==> src/rtl/adder_multicycle_if.sv <==
// Handshake and data bundle for the multi-cycle adder: the operation request
// travels producer -> adder, and the result travels adder -> consumer.
`timescale 1ns/1ps
interface adder_multicycle_if #(
    parameter int WIDTH = 32
);
    logic             in_valid;
    logic             in_ready;
    logic [WIDTH-1:0] a;
    logic [WIDTH-1:0] b;
    logic             sub;
    logic             carry_in;
    logic             out_valid;
    logic             out_ready;
    logic [WIDTH-1:0] sum;
    logic             carry_out;
    logic             overflow;
    logic             zero;

    modport slave (
        input  in_valid, a, b, sub, carry_in, out_ready,
        output in_ready, out_valid, sum, carry_out, overflow, zero
    );

    modport master (
        output in_valid, a, b, sub, carry_in, out_ready,
        input  in_ready, out_valid, sum, carry_out, overflow, zero
    );
endinterface

==> src/rtl/adder_multicycle.sv <==
// Area-reduced add/sub unit: one CHUNK-bit slice per clock with a registered
// carry between slices, valid/ready on both sides, no input/output overlap.
`timescale 1ns/1ps
module adder_multicycle #(
    parameter int WIDTH = 32,
    parameter int CHUNK = 8
) (
    input  logic                clock,
    input  logic                reset,
    adder_multicycle_if.slave   bus
);
    localparam int NCHUNK = WIDTH / CHUNK;
    localparam int KW     = (NCHUNK > 1) ? $clog2(NCHUNK) : 1;

    typedef enum logic [1:0] {IDLE, RUN, DONE} state_t;

    state_t           r_state;
    state_t           w_state_next;
    logic [WIDTH-1:0] r_a;
    logic [WIDTH-1:0] r_b_eff;
    logic             r_carry;
    logic [KW-1:0]    r_k;
    logic [WIDTH-1:0] r_sum;
    logic             r_carry_out;
    logic             r_overflow;
    logic             r_zero;

    logic             w_in_ready;
    logic             w_out_valid;
    logic             w_accept;
    logic             w_step;
    logic             w_last;
    logic [CHUNK-1:0] w_a_sl [NCHUNK];
    logic [CHUNK-1:0] w_b_sl [NCHUNK];
    logic [CHUNK:0]   w_slice;
    logic [WIDTH-1:0] w_sum_new;

    // Slice views of the operands, and the full sum with slice k replaced by
    // this cycle's partial result (used for the MSB-based flags on the last slice).
    generate
        for (genvar gi = 0; gi < NCHUNK; gi++) begin : g_slice
            assign w_a_sl[gi] = r_a[gi*CHUNK +: CHUNK];
            assign w_b_sl[gi] = r_b_eff[gi*CHUNK +: CHUNK];
            assign w_sum_new[gi*CHUNK +: CHUNK] =
                (r_k == KW'(gi)) ? w_slice[CHUNK-1:0] : r_sum[gi*CHUNK +: CHUNK];
        end
    endgenerate

    assign w_slice = {1'b0, w_a_sl[r_k]} + {1'b0, w_b_sl[r_k]} + {{CHUNK{1'b0}}, r_carry};
    assign w_last  = (r_k == KW'(NCHUNK - 1));

    always_ff @(posedge clock or negedge reset) begin
        if (!reset) begin
            r_state <= IDLE;
        end else begin
            r_state <= w_state_next;
        end
    end

    always_comb begin
        w_state_next = r_state;
        w_in_ready   = 1'b0;
        w_out_valid  = 1'b0;
        w_accept     = 1'b0;
        w_step       = 1'b0;
        case (r_state)
            IDLE: begin
                w_in_ready = 1'b1;
                if (bus.in_valid) begin
                    w_accept     = 1'b1;
                    w_state_next = RUN;
                end
            end
            RUN: begin
                w_step = 1'b1;
                if (w_last) begin
                    w_state_next = DONE;
                end
            end
            DONE: begin
                w_out_valid = 1'b1;
                if (bus.out_ready) begin
                    w_state_next = IDLE;
                end
            end
            default: w_state_next = IDLE;
        endcase
    end

    // Subtraction is a + ~b + ~borrow_in, so sub ^ carry_in seeds the carry chain.
    always_ff @(posedge clock or negedge reset) begin
        if (!reset) begin
            r_a         <= '0;
            r_b_eff     <= '0;
            r_carry     <= 1'b0;
            r_k         <= '0;
            r_sum       <= '0;
            r_carry_out <= 1'b0;
            r_overflow  <= 1'b0;
            r_zero      <= 1'b0;
        end else if (w_accept) begin
            r_a     <= bus.a;
            r_b_eff <= bus.sub ? ~bus.b : bus.b;
            r_carry <= bus.sub ^ bus.carry_in;
            r_k     <= '0;
        end else if (w_step) begin
            r_sum   <= w_sum_new;
            r_carry <= w_slice[CHUNK];
            if (w_last) begin
                r_carry_out <= w_slice[CHUNK];
                r_overflow  <= (r_a[WIDTH-1] == r_b_eff[WIDTH-1]) &&
                               (w_sum_new[WIDTH-1] != r_a[WIDTH-1]);
                r_zero      <= (w_sum_new == '0);
            end else begin
                r_k <= r_k + 1'b1;
            end
        end
    end

    assign bus.in_ready  = w_in_ready;
    assign bus.out_valid = w_out_valid;
    assign bus.sum       = r_sum;
    assign bus.carry_out = r_carry_out;
    assign bus.overflow  = r_overflow;
    assign bus.zero      = r_zero;
endmodule

==> src/flat_wrapper.sv <==
// flat-port wrapper written by rule: the top's interface ports become plain ports
module adder_multicycle_flat 
#(
    parameter int WIDTH = 32,
    parameter int CHUNK = 8
)
  (clock, reset, bus_in_valid, bus_a, bus_b, bus_sub, bus_carry_in, bus_out_ready, bus_in_ready, bus_out_valid, bus_sum, bus_carry_out, bus_overflow, bus_zero);
  adder_multicycle_if #(.WIDTH(WIDTH)) bus_i ();
  input  logic clock;
  input  logic reset;
  input wire logic [$bits(bus_i.in_valid)-1:0] bus_in_valid;
  input wire logic [$bits(bus_i.a)-1:0] bus_a;
  input wire logic [$bits(bus_i.b)-1:0] bus_b;
  input wire logic [$bits(bus_i.sub)-1:0] bus_sub;
  input wire logic [$bits(bus_i.carry_in)-1:0] bus_carry_in;
  input wire logic [$bits(bus_i.out_ready)-1:0] bus_out_ready;
  output wire logic [$bits(bus_i.in_ready)-1:0] bus_in_ready;
  output wire logic [$bits(bus_i.out_valid)-1:0] bus_out_valid;
  output wire logic [$bits(bus_i.sum)-1:0] bus_sum;
  output wire logic [$bits(bus_i.carry_out)-1:0] bus_carry_out;
  output wire logic [$bits(bus_i.overflow)-1:0] bus_overflow;
  output wire logic [$bits(bus_i.zero)-1:0] bus_zero;
  assign bus_i.in_valid = bus_in_valid;
  assign bus_i.a = bus_a;
  assign bus_i.b = bus_b;
  assign bus_i.sub = bus_sub;
  assign bus_i.carry_in = bus_carry_in;
  assign bus_i.out_ready = bus_out_ready;
  assign bus_in_ready = bus_i.in_ready;
  assign bus_out_valid = bus_i.out_valid;
  assign bus_sum = bus_i.sum;
  assign bus_carry_out = bus_i.carry_out;
  assign bus_overflow = bus_i.overflow;
  assign bus_zero = bus_i.zero;
  adder_multicycle #(.WIDTH(WIDTH), .CHUNK(CHUNK)) u_core (.clock(clock), .reset(reset), .bus(bus_i));
endmodule
==> config.mk <==
export PLATFORM = sky130hd
export DESIGN_NAME = adder_multicycle_flat
export DESIGN_NICKNAME = d
export VERILOG_FILES = /design/src/rtl/adder_multicycle_if.sv /design/src/rtl/adder_multicycle.sv /design/src/flat_wrapper.sv
export SDC_FILE = /design/constraint.sdc
export NUM_CORES = 1
export LEC_CHECK = 0
export ABC_CLOCK_PERIOD_IN_PS = 4000
export BUFFER_PORTS_ARGS = -buffer_cell sky130_fd_sc_hd__buf_2
export CAP_MARGIN = 20
export CORE_ASPECT_RATIO = 1.75
export CORE_MARGIN = 3
export CORE_UTILIZATION = 46
export CTS_CLUSTER_SIZE = 24
export DETAILED_ROUTE_END_ITERATION = 10
export MAX_ROUTING_LAYER = met4
export PLACE_DENSITY = 0.8
export SLEW_MARGIN = 20
export SYNTH_ARGS = -nofsm -noshare
export SYNTH_HDL_FRONTEND = slang
export SYNTH_SLANG_ARGS = --single-unit
==> constraint.sdc <==
create_clock -name clock -period 4 [get_ports clock]
set_input_delay 0.8 -clock clock [delete_from_list [all_inputs] [get_ports clock]]
set_output_delay 0.8 -clock clock [all_outputs]
set_load 0.02 [all_outputs]
==> results.md <==
- Status: completed
- Diodes inserted: 0
- CTS tree: built
- FF+latch area: approximately 2600 um2
- Final setup TNS: 0 ns
- Crit. End Element: flop
- Critical path peak fanout: 8
- Min Tclk post-route: between 3 and 4 ns
- Hpwl dp: approximately 9100 um
- Largest net degree at the start of global routing: 85
- Initial DRC Count: between 100 and 150
- Drt drc: 0
- Worst-Skew Late Latency: 0.34 ns
- CTS resizes: 0
- Routing usage on met3: 2.91%
- CP arrival: 3.64 ns
- Layout Nets: between 600 and 700
- Post-CTS setup buffer count: 0
- RSZ-0062 raised after global routing: false
- WL per Instance: 15.8 um
- Maximum VDD drop: between 400 and 500 uV
- Via density: 5.22
- Die W: between 80 and 90 um
- Slew Limit Fails: 0
- Worst hold path type: reg2reg
- Cell accounting for the most synthesized area: dfrtp_1
- Die height: between 100 and 150 um
- Via Count: a little under 4,000
- Avg Cell Area, Syn: between 9 and 10 um2
- Vias in the first global route: ~3,800
- P per Cell Area: approximately 1000 nW/um2
- Setup crit start kind: flop
- Final Instance Area: roughly 6000 um2
- Multi-input logic area: between 2000 and 2500 um2
- Initial Util: 47.1%
- CP Cell Sequence: buf_4 > mux4_2 > inv_1 > fa_1 > inv_1 > fa_1 > inv_1 > nand3_1 > or4_4 > nor3_2 > o211ai_1 > o41ai_2
- Drt pass-1 iters: 4
- Top Usage Layer GRT: met2
- # IOs: roughly 110
- GRT Resource Usage Total: 20.5%
- Post-synthesis async set-or-reset flop share: between 90% and 100%
- CORE AREA: about 11,000 um2
- Crit path max-delay cell type: or4_4
- Clk slew on worst S/H paths: approximately 0.070 ns
- Total wire length: 11,800 um
- Clock sinks: between 100 and 150
- Hold Fails Final Rpt: 0
- Worst Tran Pin Value: 0.841 ns
- CP max stage delay: ~0.50 ns
- CP Data Required Time: roughly 4.2 ns
- DRT antenna net count: 0
- Met2 GRT Util: 34.4%
- Part of the cycle the worst path needs: between 80% and 90%
- Synth area leaders: dfrtp_1 52%, nand2_1 13%, mux4_2 7.1%, o21ai_0 6.9%, xnor2_1 6.9%
- Yosys top cell area share: around 52%
- Layout Skew: between 0.004 and 0.005 ns
- Routability cong.: 0.892
- CTS Buffer Depth: 2
- Top_reg_cell synth: dfrtp_1
- YS warnings: 0
- Port buffer count: roughly 110
- Placed Area: between 5000 and 6000 um2
- GR Overflow Total: 0
- First-pass GRT wire length: 18,800 um
- CTS root buffer: clkbuf_16
- Initial antenna violation count: 0
- Cell count after synthesis: 514
- Area of the mapped netlist: 5040 um2
- Share of cells above drive strength 1: 25.2%
- Sequential area share after synthesis: a little over 50%
- Crit path top cell by count: inv_1
- Hold Buf Count CTS: 0
- Syn_nets: 597
- Post-synthesis register bit count: 104
- Most common cell after layout, fill and taps aside: nand2_1
- Slew HR: a little over two fifths
- Post-synth EDFFs: 0
- Critical path class: reg2reg
- Final setup fails: 0
- DIE AREA: 12,300 um2
- Met1 usage: about 22%
- Max Cap Viol: 0
- Cell Rows: 50
- Area delta synth->final: 19.3%
- Most frequent cells in the layout: 167 x nand2_1, 105 x buf_2, 104 x dfrtp_1
- CTS Buf Count: 9
- Max Freq: 294 MHz
- Leakage: between 0.002 and 0.003 uW
- Synth cell types: 41
- H-tree levels: 3
- Filler Cell Count: between 900 and 1,000
cell usage after synthesis (2+ instances only):
| master | n |
|---|---|
| nor3_1 | 6 |
| ha_1 | 11 |
| o221ai_1 | 2 |
| dfrtp_1 | 104 |
| nor4_1 | 4 |
| buf_1 | 3 |
| xnor2_1 | 40 |
| a21oi_1 | 6 |
| nand2b_1 | 4 |
| a21o_1 | 2 |
| nand3_1 | 2 |
| fa_1 | 2 |
| clkbuf_1 | 22 |
| o21ai_0 | 70 |
| o211ai_1 | 2 |
| o21bai_1 | 2 |
| a211oi_1 | 2 |
| buf_2 | 3 |
| mux4_2 | 16 |
| nand2_1 | 168 |
| inv_1 | 10 |
| nor2_1 | 14 |
kinds of logic after synthesis:
group | count (synthesis) | share of synthesized area (%)
adder cells (fa/ha/maj) | 13 | 3.52
XOR/XNOR | 41 | 7.12
buffers and inverters | 39 | 3.13
AND/OR/NAND/NOR | 208 | 17.1
flip-flops | 104 | 51.6
multiplexers | 16 | 7.15
AO/OA/AOI/OAI | 93 | 10.4
per-layer routing:
layer	wire, um	vias up
met4	661	0
met1	4380	1838
li1	-	1901
met5	0	-
met3	472	37
met2	6280	119
state kept, by name, indices dropped and copies added (netlist names):
signal                flops
u_core.bus.carry_out      1
u_core.r_k                2
u_core.r_b_eff           32
u_core.bus.zero           1
u_core.bus.sum           32
u_core.bus.overflow       1
u_core.r_state            2
u_core.r_carry            1
u_core.r_a               32
area by class of cell:
class | instances | share of cell area [%]
Clock buffer | 11 | 4.03
Multi-Input combinational cell | 371 | 38.0
Timing Repair Buffer | 115 | 10.0
Tap cell | 130 | 2.70
Sequential cell | 104 | 43.3
Clock inverter | 5 | 1.33
Inverter | 10 | 0.624
power breakdown:
| group | switching [uW] | internal, uW |
|---|---|---|
| sequential | 313 | 1550 |
| clock | 371 | 564 |
| combinational | 1980 | 1260 |
| total | 2660 | 3380 |
worst paths after layout:
| path | depth (start not counted) | endpoint | slack [ns] | start |
|---|---|---|---|---|
| worst min-delay path | 2 | u_core.r_a[18]$_DFFE_PN0P_ | 0.47 | u_core.r_a[18]$_DFFE_PN0P_ |
| worst max-delay path | 12 | u_core.bus.zero$_DFFE_PN0P_ | 0.60 | u_core.r_k[0]$_DFFE_PN0P_ |
| worst min register to register | 2 | u_core.r_a[18]$_DFFE_PN0P_ | 0.47 | u_core.r_a[18]$_DFFE_PN0P_ |
| max in group asynchronous | 2 | u_core.r_b_eff[24]$_DFFE_PN0P_ | 2.83 | reset |
| worst max register to register | 12 | u_core.bus.zero$_DFFE_PN0P_ | 0.60 | u_core.r_k[0]$_DFFE_PN0P_ |
| min in group asynchronous | 1 | u_core.bus.sum[8]$_DFFE_PN0P_ | 0.51 | reset |
per-stage QoR:
step / hold slack [ns] / instances / worst slack, ns / total power (uW) / utilization, %
global placement: 0.455 / 730 / 0.751 / 5020 / 53.2
finish: 0.473 / 746 / 0.597 / 6040 / 56.2
floorplan: 0.440 / 514 / 0.800 / 4070 / -
detailed placement: 0.457 / 730 / 0.651 / 5150 / 53.2
global route: 0.497 / 746 / 0.281 / 6550 / 56.2
CTS: 0.474 / 746 / 0.624 / 6100 / 56.2
worst max-delay path: cells and delay by family (launching register included):
family	cells	cell delay [ns]
AO/OA/AOI/OAI	2	0.47
adder cells (fa/ha/maj)	2	0.84
buffers and inverters	4	0.50
flip-flops	1	0.41
AND/OR/NAND/NOR	3	0.74
multiplexers	1	0.33
Power figures use the tool's default switching activity.
